[src/rtl/spi_pnb_pkg.sv]
// spi_pnb_pkg: shared SPI mode constants, FSM state type and clog2 helper
package spi_pnb_pkg;
  localparam logic [1:0] SPI_MODE0 = 2'b00;
  localparam logic [1:0] SPI_MODE1 = 2'b01;
  localparam logic [1:0] SPI_MODE2 = 2'b10;
  localparam logic [1:0] SPI_MODE3 = 2'b11;
  typedef enum logic [1:0] {IDLE, LOAD, SHIFT} state_t;
  function automatic int clog2(input int v);
    int r = 0;
    for (int i = 0; i < 31; i++) if ((1 << i) < v) r = i + 1;
    return r;
  endfunction
endpackage

[src/rtl/spi_pnb_fifo.sv]
// spi_pnb_fifo: word FIFO with power-of-2 depth; level tells full from empty
module spi_pnb_fifo
  import spi_pnb_pkg::*;
#(
  parameter int DW = 8,
  parameter int DEPTH = 4,
  localparam int AW = clog2(DEPTH)
) (
  input  logic          clk,
  input  logic          rst_n,
  input  logic          wr,
  input  logic [DW-1:0] din,
  input  logic          rd,
  output logic [DW-1:0] dout,
  output logic          full,
  output logic          empty,
  output logic [AW:0]   level
);
  logic [DW-1:0] mem [DEPTH];
  logic [AW-1:0] wp, rp;
  logic we, re;
  assign full = level == DEPTH[AW:0];
  assign empty = level == '0;
  assign we = wr && !full;
  assign re = rd && !empty;
  assign dout = mem[rp];
  // pointers wrap naturally; a read sees the pre-write state
  always_ff @(posedge clk or negedge rst_n)
    if (!rst_n) begin
      wp <= '0;
      rp <= '0;
      level <= '0;
    end else begin
      if (we) wp <= wp + 1'b1;
      if (re) rp <= rp + 1'b1;
      level <= level + {{AW{1'b0}}, we} - {{AW{1'b0}}, re};
    end
  // storage array
  always_ff @(posedge clk)
    if (we) mem[wp] <= din;
endmodule

[src/rtl/spi_pnb_tx.sv]
// spi_pnb_tx: SPI slave transmit path, FIFO-buffered; SPI_PNB_TX_UNDERRUN_CNT_EN adds underrun_cnt
module spi_pnb_tx
  import spi_pnb_pkg::*;
#(
  parameter int DW = 8,
  parameter int DEPTH = 4,
  parameter bit CPOL = 1'b0,
  parameter bit CPHA = 1'b0,
  parameter bit MSB_FIRST = 1'b1,
  parameter logic [DW-1:0] IDLE_WORD = '0,
  localparam int LW = clog2(DEPTH) + 1
) (
  input  logic          clk,
  input  logic          rst_n,
  input  logic          sck,
  input  logic          cs_n,
  input  logic [DW-1:0] dataout,
  input  logic          vld,
  output logic          rdy,
  output logic          sdo,
  output logic          busy,
  output logic          underrun,
  output logic [LW-1:0] level
`ifdef SPI_PNB_TX_UNDERRUN_CNT_EN
  ,
  output logic [7:0]    underrun_cnt
`endif
);
  localparam int CW = clog2(DW + 1);
  localparam logic [1:0] MODE = {CPOL, CPHA};
  localparam bit SAMPLE_LEAD = (MODE == SPI_MODE0) || (MODE == SPI_MODE2);
  logic [2:0] sck_p, cs_p;
  logic lead, trail, smp_e, sh_e, cs_fall, cs_rise;
  logic ld, shf, pop, full, empty, obit, first;
  logic [DW-1:0] head, word, shreg, nxt;
  logic [CW-1:0] bit_cnt;
  state_t state;
  spi_pnb_fifo #(.DW(DW), .DEPTH(DEPTH)) u_fifo (
    .clk(clk), .rst_n(rst_n), .wr(vld), .din(dataout), .rd(pop),
    .dout(head), .full(full), .empty(empty), .level(level)
  );
  assign rdy = !full;
  // two-flop synchronisers plus one edge-detect stage; cs resets low so a held-low cs_n never restarts a frame
  always_ff @(posedge clk or negedge rst_n)
    if (!rst_n) begin
      sck_p <= {3{CPOL}};
      cs_p <= '0;
    end else begin
      sck_p <= {sck_p[1:0], sck};
      cs_p <= {cs_p[1:0], cs_n};
    end
  // edge classification, word load/shift decisions and next shift register value
  always_comb begin
    lead = sck_p[1] != CPOL && sck_p[2] == CPOL;
    trail = sck_p[1] == CPOL && sck_p[2] != CPOL;
    smp_e = SAMPLE_LEAD ? lead : trail;
    sh_e = SAMPLE_LEAD ? trail : lead;
    cs_fall = !cs_p[1] && cs_p[2];
    cs_rise = cs_p[1] && !cs_p[2];
    ld = !cs_rise && (state == LOAD || (state == SHIFT && sh_e && !first && bit_cnt == CW'(DW)));
    shf = !cs_rise && state == SHIFT && sh_e && !first && bit_cnt != CW'(DW);
    pop = ld && !empty;
    word = empty ? IDLE_WORD : head;
    nxt = ld ? word : shf ? (MSB_FIRST ? shreg << 1 : shreg >> 1) : shreg;
    obit = MSB_FIRST ? nxt[DW-1] : nxt[0];
  end
  // frame FSM with registered sdo, busy and underrun
  always_ff @(posedge clk or negedge rst_n)
    if (!rst_n) begin
      state <= IDLE;
      shreg <= '0;
      bit_cnt <= '0;
      first <= 1'b0;
      sdo <= 1'b0;
      busy <= 1'b0;
      underrun <= 1'b0;
    end else begin
      underrun <= ld && empty;
      shreg <= nxt;
      sdo <= !cs_rise && state != IDLE && obit;
      if (cs_rise) begin
        state <= IDLE;
        busy <= 1'b0;
      end else
        case (state)
          IDLE: if (cs_fall) begin
            state <= LOAD;
            busy <= 1'b1;
          end
          LOAD: begin
            state <= SHIFT;
            bit_cnt <= '0;
            first <= CPHA;
          end
          default: begin
            bit_cnt <= ld ? '0 : smp_e ? bit_cnt + 1'b1 : bit_cnt;
            if (sh_e) first <= 1'b0;
          end
        endcase
    end
`ifdef SPI_PNB_TX_UNDERRUN_CNT_EN
  // saturating underrun counter
  always_ff @(posedge clk or negedge rst_n)
    if (!rst_n) underrun_cnt <= '0;
    else if (underrun && underrun_cnt != 8'hFF) underrun_cnt <= underrun_cnt + 1'b1;
`endif
endmodule

[config.mk]
export PLATFORM = sky130hd
export DESIGN_NAME = spi_pnb_tx
export DESIGN_NICKNAME = d
export VERILOG_FILES = /design/src/rtl/spi_pnb_pkg.sv /design/src/rtl/spi_pnb_fifo.sv /design/src/rtl/spi_pnb_tx.sv
export SDC_FILE = /design/constraint.sdc
export NUM_CORES = 1
export LEC_CHECK = 0
export BUFFER_PORTS_ARGS = -buffer_cell sky130_fd_sc_hd__buf_2
export CORE_ASPECT_RATIO = 1.75
export CORE_MARGIN = 3
export CORE_UTILIZATION = 63
export DETAILED_ROUTE_END_ITERATION = 8
export GPL_ROUTABILITY_DRIVEN = 0
export PLACE_DENSITY = 0.85
export SLEW_MARGIN = 20
export SYNTH_ARGS = -nofsm -noshare
export SYNTH_HDL_FRONTEND = slang
export SYNTH_HIERARCHICAL = 1
export SYNTH_SLANG_ARGS = --single-unit
export TNS_END_PERCENT = 20
[constraint.sdc]
create_clock -name clk -period 5.8 [get_ports clk]
set_clock_uncertainty 0.15 [all_clocks]
set_input_delay 1.16 -clock clk [delete_from_list [all_inputs] [get_ports clk]]
set_output_delay 1.16 -clock clk [all_outputs]
set_load 0.03 [all_outputs]
==> flow_summary.toml, run 1 <==
[synthesis]
synth.lib_cells_used.distinct = 41
ys_warn_count = 6
synth-edff-count = 32
seq_area_frac_synth_pct = 62.9
synth_cells = 182
synth_ff_type = "edfxtp_1"
synthesis.nets = 205
ys_async_sr_fraction_pct = 48.4
netlist_area_sq_um = 2720
ys_ff_latch = 62
syn_area_per_cell_sq_um = 14.9

[finish]
final_common_cell = "edfxtp_1"
finalInstanceArea_sq_um = 3000
fillCellCount = 262
drive_gt1_share_pct = 22.6
antennaDiodeCount = 0
layout_common_cells = "32 x edfxtp_1, 30 x dfrtp_1, 19 x buf_2, 12 x inv_1, 12 x nor2_1"
fin_cells = 261
syn2layout_area_growth_pct = 10.2
fin_nets = 230

[pwr]
p_per_area_nw_per_um2 = 492
peakVddDrop_v = 0.000347
cellLeakagePower_uw = 0.00121

[sta]
hold_viol_final = 0
tightest_slew_ns = 0.828
slew_headroom_pct = 44.8
finalCriticalPeriod_ns = 3.14
fin_setup_tns_ns = 0
final-setup-viol-count = 0
fmax_mhz = 318
worst_hold_slack_ns = 0.212
slew_violations = 0
rsz0062_at_grt = "no"
finalCritPeriodShare_pct = 54.1

[drt]
ant_nets = 0
routedWlPerCell_um = 18.2
drc = 0
viasPerCell = 5.95
drt_iter0_drc = 73
first_pass_iters = 4
num_vias = 1552
totalWireLength_um = 4740

[floorplanning]
die_h_um = 92.9
core-area_sq_um = 4150
die_w_um = 55.7
initial_core_util_pct = 65.5
rows = 31
dieArea_sq_um = 5170
ioPinCount = 20

[global_route]
grt_start_max_net_pins = 31
grt_pass1_vias = 1589
grt_use_total_pct = 20.8
grt_pass1_wl_um = 7730
antenna_found_initial = 0
overflow = 0

[cts]
clkTransAtPathRegs_ns = 0.07
cts.sinks = 62
h-tree-depth = 3
post_cts_resized = 0
cts_made_buffers = 9
post_cts_buffers = 0
ctsHoldBuffers = 0
cts_tree = "yes"
clk_latency_ns = 0.34
clockRootBuffer = "clkbuf_8"
clockBufferDepth = 2

[placed_design]
port_buffers = 19
placed_cells = 245
dp_hpwl_um = 3330
place_area_sq_um = 2840

[status]
status = "finished, final reports clean"

[min_path]
hp-class = "flip-flop to flip-flop"

[job]
maxCapViolations = 0

[critical_path]
end_kind = "flip-flop"
cp_cell_sequence = "nor3_1, nor2_1, o31ai_1, inv_1, ha_1, inv_1, ha_1, inv_1, fa_1, xnor2_1, xnor2_1"
critPathKind = "flip-flop to flip-flop"
cp.arrival_ns = 3.21
cpPeakStageDelay_ns = 0.68
cp_slowest_cell = "nor3_1"
crit_fanout = 9
crit_required_ns = 5.87
start_kind = "flip-flop"
crit_top_cell = "inv_1"
cells by family after synthesis:
kind of cell	after synthesis	share of synthesized area [%]
buffers and inverters	17	2.99
AO/OA/AOI/OAI	25	7.08
AND/OR/NAND/NOR	54	13.5
adder cells (fa/ha/maj)	10	4.88
multiplexers	9	7.04
XOR/XNOR	5	1.61
flip-flops	62	62.9
flip-flops by register name, indices dropped and copies added (netlist names):
register,flops
u_fifo/mem,32
shreg,8
bit_cnt,4
cs_p,3
sck_p,3
u_fifo/level,3
state,2
u_fifo/rp,2
u_fifo/wp,2
busy,1
sdo,1
underrun,1
critical path: cells and delay by family (launching register included):
| kind | cells | cell delay [ns] |
|---|---|---|
| DFF | 1 | 0.52 |
| adders and majority gates | 3 | 0.80 |
| buffers and inverters | 3 | 0.22 |
| AOI/OAI and AO/OA | 1 | 0.18 |
| and+or+nand+nor | 2 | 0.87 |
| xor gates and xnor gates | 2 | 0.28 |
stage by stage:
step	worst slack, ns	util (%)	total power (uW)
after global placement	2.88	68.4	1130
after detailed placement	2.69	68.4	1170
after floorplan	2.94	-	1050
final	2.66	72.2	1480
after CTS	2.69	72.2	1480
after global routing	2.45	72.2	1570
report_power, final:
part / internal (uW) / switching (uW) / total (uW)
clock network: 151 / 155 / 306
logic: 216 / 241 / 457
registers: 587 / 125 / 712
metal layers:
metal	wire length, um	track usage, %	share of wire [%]
met2	2570	34.3	54
met1	1780	21.8	38
met4	206	15.6	4.3
met3	182	6.28	3.8
met5	0	0	0
cell usage after synthesis, types with 2 or more instances:
cell	n	share of area, %
edfxtp_1	32	35
dfrtp_1	30	28
inv_1	12	1.7
nor2_1	12	1.7
ha_1	9	4.1
nand2_1	9	1.2
mux4_2	8	6.6
nand3b_1	7	1.9
a31oi_1	6	1.4
nand2b_1	6	1.4
xnor2_1	5	1.6
and3b_1	4	1.3
a21oi_1	3	0.55
a22o_1	3	0.97
nand4bb_1	3	1.2
o21ai_0	3	0.55
a21o_1	2	0.55
and2_1	2	0.46
nor3_1	2	0.37
nor3b_2	2	0.92
o211ai_1	2	0.55
final cells by class:
class | count | area (sq um) | share of cell area (%)
inverters | 12 | 45.0 | 1.50
repair buffers | 19 | 95.1 | 3.17
multi-input cells | 103 | 927 | 30.9
flip-flops and latches | 62 | 1710 | 57.1
well taps | 49 | 61.3 | 2.05
clock inverters | 5 | 26.3 | 0.876
clock buffers | 11 | 131 | 4.38
worst paths after layout:
path | start | endpoint | slack [ns] | depth (start not counted)
hold reg to reg | sck_p[0] | sck_p[1] | 0.21 | 0
max in group asynchronous | rst_n | sck_p[1] | 4.38 | 1
setup reg to reg | u_fifo/level[1] | u_fifo/level[2] | 2.66 | 11
min in group asynchronous | rst_n | state[1] | 0.69 | 1
setup / recovery | u_fifo/level[1] | u_fifo/level[2] | 2.66 | 11
hold / removal | sck_p[0] | sck_p[1] | 0.21 | 0
(Power assumes the default switching activity.)
==> run 2: changes to the inputs <==
CORE_UTILIZATION = 59   (was 63)
PLACE_DENSITY = 0.8   (was 0.85)
clock period = 3.18 ns   (was 5.8 ns; I/O delays follow)
==> flow_summary.toml, run 2 (synthesis gave the netlist of run 1 again) <==
[finish]
drive_gt1_share_pct = 24.3
fillCellCount = 302
multi_input_area_sq_um = 927
regArea_sq_um = 1710
syn2layout_area_growth_pct = 13.1
regMostFlops = "u_fifo/mem"
largest_reg_flops = 32
final_common_cell = "edfxtp_1"
antennaDiodeCount = 0
layout_common_cells = "32 x edfxtp_1, 30 x dfrtp_1, 19 x buf_2, 12 x inv_1, 12 x nor2_1"
fin_nets = 232
top_regs = "u_fifo/mem (32), shreg (8), bit_cnt (4)"

[critical_path]
ff2ff_setup_slack_ns = 0.23
cp.arrival_ns = 3.06
cp_slowest_cell = "dfrtp_1"
cp_cell_sequence = "ha_1, nor2_1, a41oi_4, nor2_1, o31ai_1, inv_1, ha_1, inv_1, ha_1, inv_1, fa_1, xnor2_1, xnor2_1"
r2r_cells = 13
crit_required_ns = 3.29
cpPeakStageDelay_ns = 0.38
end_kind = "flip-flop"
critPathKind = "flip-flop to flip-flop"
reg2reg_from = "cs_p[1]"
crit_fanout = 9
start_kind = "flip-flop"
r2r-end = "u_fifo/level[2]"

[status]
status = "finished, final reports clean"

[cts]
clockBufferDepth = 2
post_cts_buffers = 0
cts_made_buffers = 9
clockRootBuffer = "clkbuf_8"
cts_tree = "yes"
h-tree-depth = 3
clkTransAtPathRegs_ns = 0.07
post_cts_resized = 0
clk_latency_ns = 0.34
cts.sinks = 62
ctsHoldBuffers = 0

[drt]
top_layer_used = "met4"
num_vias = 1535
wl_met1_um = 1650
totalWireLength_um = 4470
met2_length_um = 2520
route.met3.wl_um = 179
drc = 0
drt_iter0_drc = 65
first_pass_iters = 4
routedWlPerCell_um = 16.9
ant_nets = 0
viasPerCell = 5.79

[sta]
hold_viol_final = 0
worst_hold_slack_ns = 0.169
fin_setup_tns_ns = 0
tightest_slew_ns = 0.789
slew_violations = 0
finalCriticalPeriod_ns = 2.95
fmax_mhz = 339
rsz0062_at_grt = "no"
slew_headroom_pct = 47.4
final-setup-viol-count = 0
finalCritPeriodShare_pct = 92.9

[pwr]
netSwitchingPower_uw = 948
p_comb_share_pct = 29.1
intPower_uw = 1910
cellLeakagePower_uw = 0.00124
seqPwrFrac_pct = 45.5
p_per_area_nw_per_um2 = 928
p_sw_share_pct = 33.2
peakVddDrop_v = 0.000632
clock_power_share_pct = 25.4

[placed_design]
dp_hpwl_um = 3190
port_buffers = 19

[global_route]
grt_pass1_wl_um = 7620
grt_pass1_vias = 1639
grt_use_total_pct = 19.5
overflow = 0
antenna_found_initial = 0
grt_start_max_net_pins = 31

[floorplanning]
core-area_sq_um = 4440
dieArea_sq_um = 5490
ioPinCount = 20
die_h_um = 95.8
die_w_um = 57.3
rows = 32
initial_core_util_pct = 61.2

[job]
maxCapViolations = 0

[min_path]
hp-class = "input pin to async pin"
-- run 2: per-layer routing --
layer	vias up	track usage [%]
met3	12	7.38
li1	726	-
met5	-	0
met2	27	34.3
met4	0	10.3
met1	770	19.6
-- run 2: area by class of cell --
| class | instances | share of cell area (%) |
|---|---|---|
| well taps | 51 | 2.07 |
| clock buffers | 12 | 5.41 |
| inverters | 12 | 1.46 |
| repair buffers | 21 | 3.58 |
| flip-flops and latches | 62 | 55.7 |
| clock inverters | 4 | 1.67 |
| multi-input cells | 103 | 30.1 |
-- run 2: worst max-delay path: cells and delay by family, from the launching register on --
kind | cells | cell delay, ns
buffers and inverters | 3 | 0.18
AND/OR/NAND/NOR | 2 | 0.48
adder cells (fa/ha/maj) | 4 | 1.04
XOR/XNOR | 2 | 0.36
flip-flops | 1 | 0.38
AO/OA/AOI/OAI | 2 | 0.29
-- run 2: through the flow --
stage / std cells / power, uW / cell area [sq um] / utilization [%] / worst slack (ns)
detailed placement: 249 / 2150 / 2860 / 64.3 / 0.240
CTS: 265 / 2890 / 3080 / 69.2 / 0.232
floorplan: 182 / 1920 / 2720 / - / 0.323
global placement: 249 / 2090 / 2860 / 64.3 / 0.391
finish: 265 / 2850 / 3080 / 69.2 / 0.227
global route: 265 / 3030 / 3080 / 69.2 / 0.0137
-- run 2: how the worst max path moves through the flow --
stage	slack, ns	startpoint	endpoint
2_1_floorplan	0.32	u_fifo/level[1]	u_fifo/level[2]
3_3_place_gp	0.39	cs_p[1]	u_fifo/level[2]
3_5_place_dp	0.24	cs_p[1]	u_fifo/level[2]
4_1_cts	0.23	cs_p[1]	u_fifo/level[2]
5_1_grt	0.01	cs_p[1]	u_fifo/level[2]
6_report	0.23	cs_p[1]	u_fifo/level[2]
-- run 2: power groups by stage --
stage	registers, uW	clock network, uW	logic [uW]
finish	1300	725	830
global route	1330	774	925
CTS	1300	742	844
detailed placement	1310	0	836
global placement	1290	0	796
floorplan	1260	0	655
==> run 3: changes to the inputs <==
ABC_AREA = 1   (was not set)
REMOVE_ABC_BUFFERS = 1   (was not set)
==> flow_summary.toml, run 3 <==
[status]
status = "finished, final reports clean"

[drt]
totalWireLength_um = 4330
drc = 0
drt_iter0_drc = 88
routedWlPerCell_um = 11.8
first_pass_iters = 4
viasPerCell = 4.98
num_vias = 1828
ant_nets = 0

[finish]
layout_common_cells = "72 x nand2_1, 39 x inv_1, 32 x edfxtp_1, 30 x dfrtp_1, 27 x nor2_1"
drive_gt1_share_pct = 17.7
top_regs = "u_fifo/mem (32), shreg (8), bit_cnt (4)"
final_common_cell = "nand2_1"
fin_nets = 334
antennaDiodeCount = 0
syn2layout_area_growth_pct = 11.2
largest_reg_flops = 32
fin_cells = 367
finalInstanceArea_sq_um = 3120
regMostFlops = "u_fifo/mem"

[pwr]
cellLeakagePower_uw = 0.00147
peakVddDrop_v = 0.000571
p_comb_share_pct = 33.7
p_sw_share_pct = 37.7
intPower_uw = 1730
p_per_area_nw_per_um2 = 889
seqPwrFrac_pct = 43.0
netSwitchingPower_uw = 1050
clock_power_share_pct = 23.3

[synthesis]
synth_ff_type = "edfxtp_1"
ys_ff_latch = 62
ys_warn_count = 6
ys_top_cells_by_area = "edfxtp_1 34%, dfrtp_1 27%, nand2_1 9.6%"
netlist_area_sq_um = 2800
synth_area_leader_cell = "edfxtp_1"
synth_cells = 284
synthTopCellsByCount = "72 x nand2_1, 39 x inv_1, 32 x edfxtp_1"
synth.lib_cells_used.distinct = 25
yosysTopAreaCellShare_pct = 34.3
ys_async_sr_fraction_pct = 48.4
seq_area_frac_synth_pct = 61.0
syn_area_per_cell_sq_um = 9.87
yosysMostFrequentCell = "nand2_1"
synth-edff-count = 32

[sta]
final-setup-viol-count = 0
slew_violations = 0
finalCritPeriodShare_pct = 82.1
setup_slack_ns = 0.570
hold_viol_final = 0
fmax_mhz = 383
slew_headroom_pct = 48.1
fin_setup_tns_ns = 0
tightest_slew_ns = 0.776
worst_hold_slack_ns = 0.166
finalCriticalPeriod_ns = 2.61
rsz0062_at_grt = "no"

[placed_design]
placed_cells = 351
dp_hpwl_um = 3090
place_ws_ns = 0.559
port_buffers = 19
place_area_sq_um = 2930

[floorplanning]
initial_core_util_pct = 62.5
rows = 32
core-area_sq_um = 4480
dieArea_sq_um = 5650
ioPinCount = 20
die_w_um = 58.1
die_h_um = 97.2

[min_path]
hp-class = "input pin to async pin"

[cts]
clk_latency_ns = 0.33
ctsHoldBuffers = 0
clockRootBuffer = "clkbuf_8"
post_cts_resized = 0
cts_tree = "yes"
clockBufferDepth = 2
h-tree-depth = 3
post_cts_buffers = 0
cts_made_buffers = 9
cts.sinks = 62
clkTransAtPathRegs_ns = 0.07

[critical_path]
end_kind = "flip-flop"
start_kind = "flip-flop"
crit_fanout = 8
crit_required_ns = 3.26
cp.arrival_ns = 2.69
critPathKind = "flip-flop to flip-flop"

[global_route]
overflow = 0
antenna_found_initial = 0
grt_start_max_net_pins = 31
grt_pass1_wl_um = 7400
grt_pass1_vias = 1765
grt_use_total_pct = 17.9

[job]
maxCapViolations = 0
-- run 3: cell types whose count changed after synthesis, moves of 6 or more --
| cell | delta |
|---|---|
| nor2_2 | +7 |
| mux4_2 | -8 |
| inv_1 | +27 |
| inv_2 | +7 |
| nor2_1 | +15 |
| nand3b_1 | -7 |
| nand2_1 | +63 |
| nand3_1 | +18 |
| a31oi_1 | -6 |
| nand2b_1 | -6 |
| o21ai_1 | +14 |
-- run 3: power groups by stage --
stage               Sequential [uW]  Clock [uW]  Combinational (uW)
CTS                            1190         670                 951
floorplan                      1280           0                 623
detailed placement             1210           0                 948
global placement               1200           0                 923
finish                         1190         647                 935
global route                   1210         701                1090
-- run 3: kinds of logic after synthesis --
group | after synthesis | share of synthesized area [%]
and+or+nand+nor | 133 | 21.0
DFF | 62 | 61.0
buffers and inverters | 51 | 7.76
AOI/OAI and AO/OA | 26 | 4.86
adders and majority gates | 10 | 4.73
xor gates and xnor gates | 2 | 0.625
-- run 3: cell type report --
type                            instances  area (sq um)
Clock buffer                            9           124
Clock inverter                          7          65.1
Fill cell                             356          1370
Inverter                               47           176
Multi-Input combinational cell        171           875
Sequential cell                        62          1710
Tap cell                               51          63.8
Timing Repair Buffer                   20           103
-- run 3: critical path, stage by stage, from the launching register on --
cell and delay (ns):
dfrtp_1 0.41, inv_1 0.09, ha_1 0.18, nand2_2 0.07, nor2_4 0.10, nand3_2 0.12
nand2_4 0.12, inv_2 0.06, nor2_4 0.10, nand2_1 0.07, inv_1 0.06, ha_1 0.21
inv_1 0.05, ha_1 0.12, inv_1 0.04, fa_1 0.39, nand3_1 0.10, nand2_1 0.05
-- run 3: metal layers --
metal	track usage (%)	routed length, um	up-vias
met5	0	0	-
met4	9.64	98	0
met3	5.98	164	8
met2	30.6	2290	26
met1	18.5	1770	842
li1	-	-	952
-- run 3: worst paths after layout --
kind	startpoint	end	slack [ns]	cells past startpoint
min	rst_n	sck_p[1]	0.17	1
max in group asynchronous	rst_n	u_fifo/wp[1]	2.30	1
min reg2reg	cs_p[0]	cs_p[1]	0.20	0
max reg2reg	bit_cnt[0]	u_fifo/level[2]	0.57	17
min in group clk	cs_p[0]	cs_p[1]	0.20	0
max	bit_cnt[0]	u_fifo/level[2]	0.57	17
-- run 3: through the flow --
stage / power [uW] / utilization, %
after floorplan: 1900 / -
after global placement: 2120 / 65.3
after detailed placement: 2150 / 65.3
after CTS: 2810 / 69.5
after global routing: 3000 / 69.5
final: 2770 / 69.5
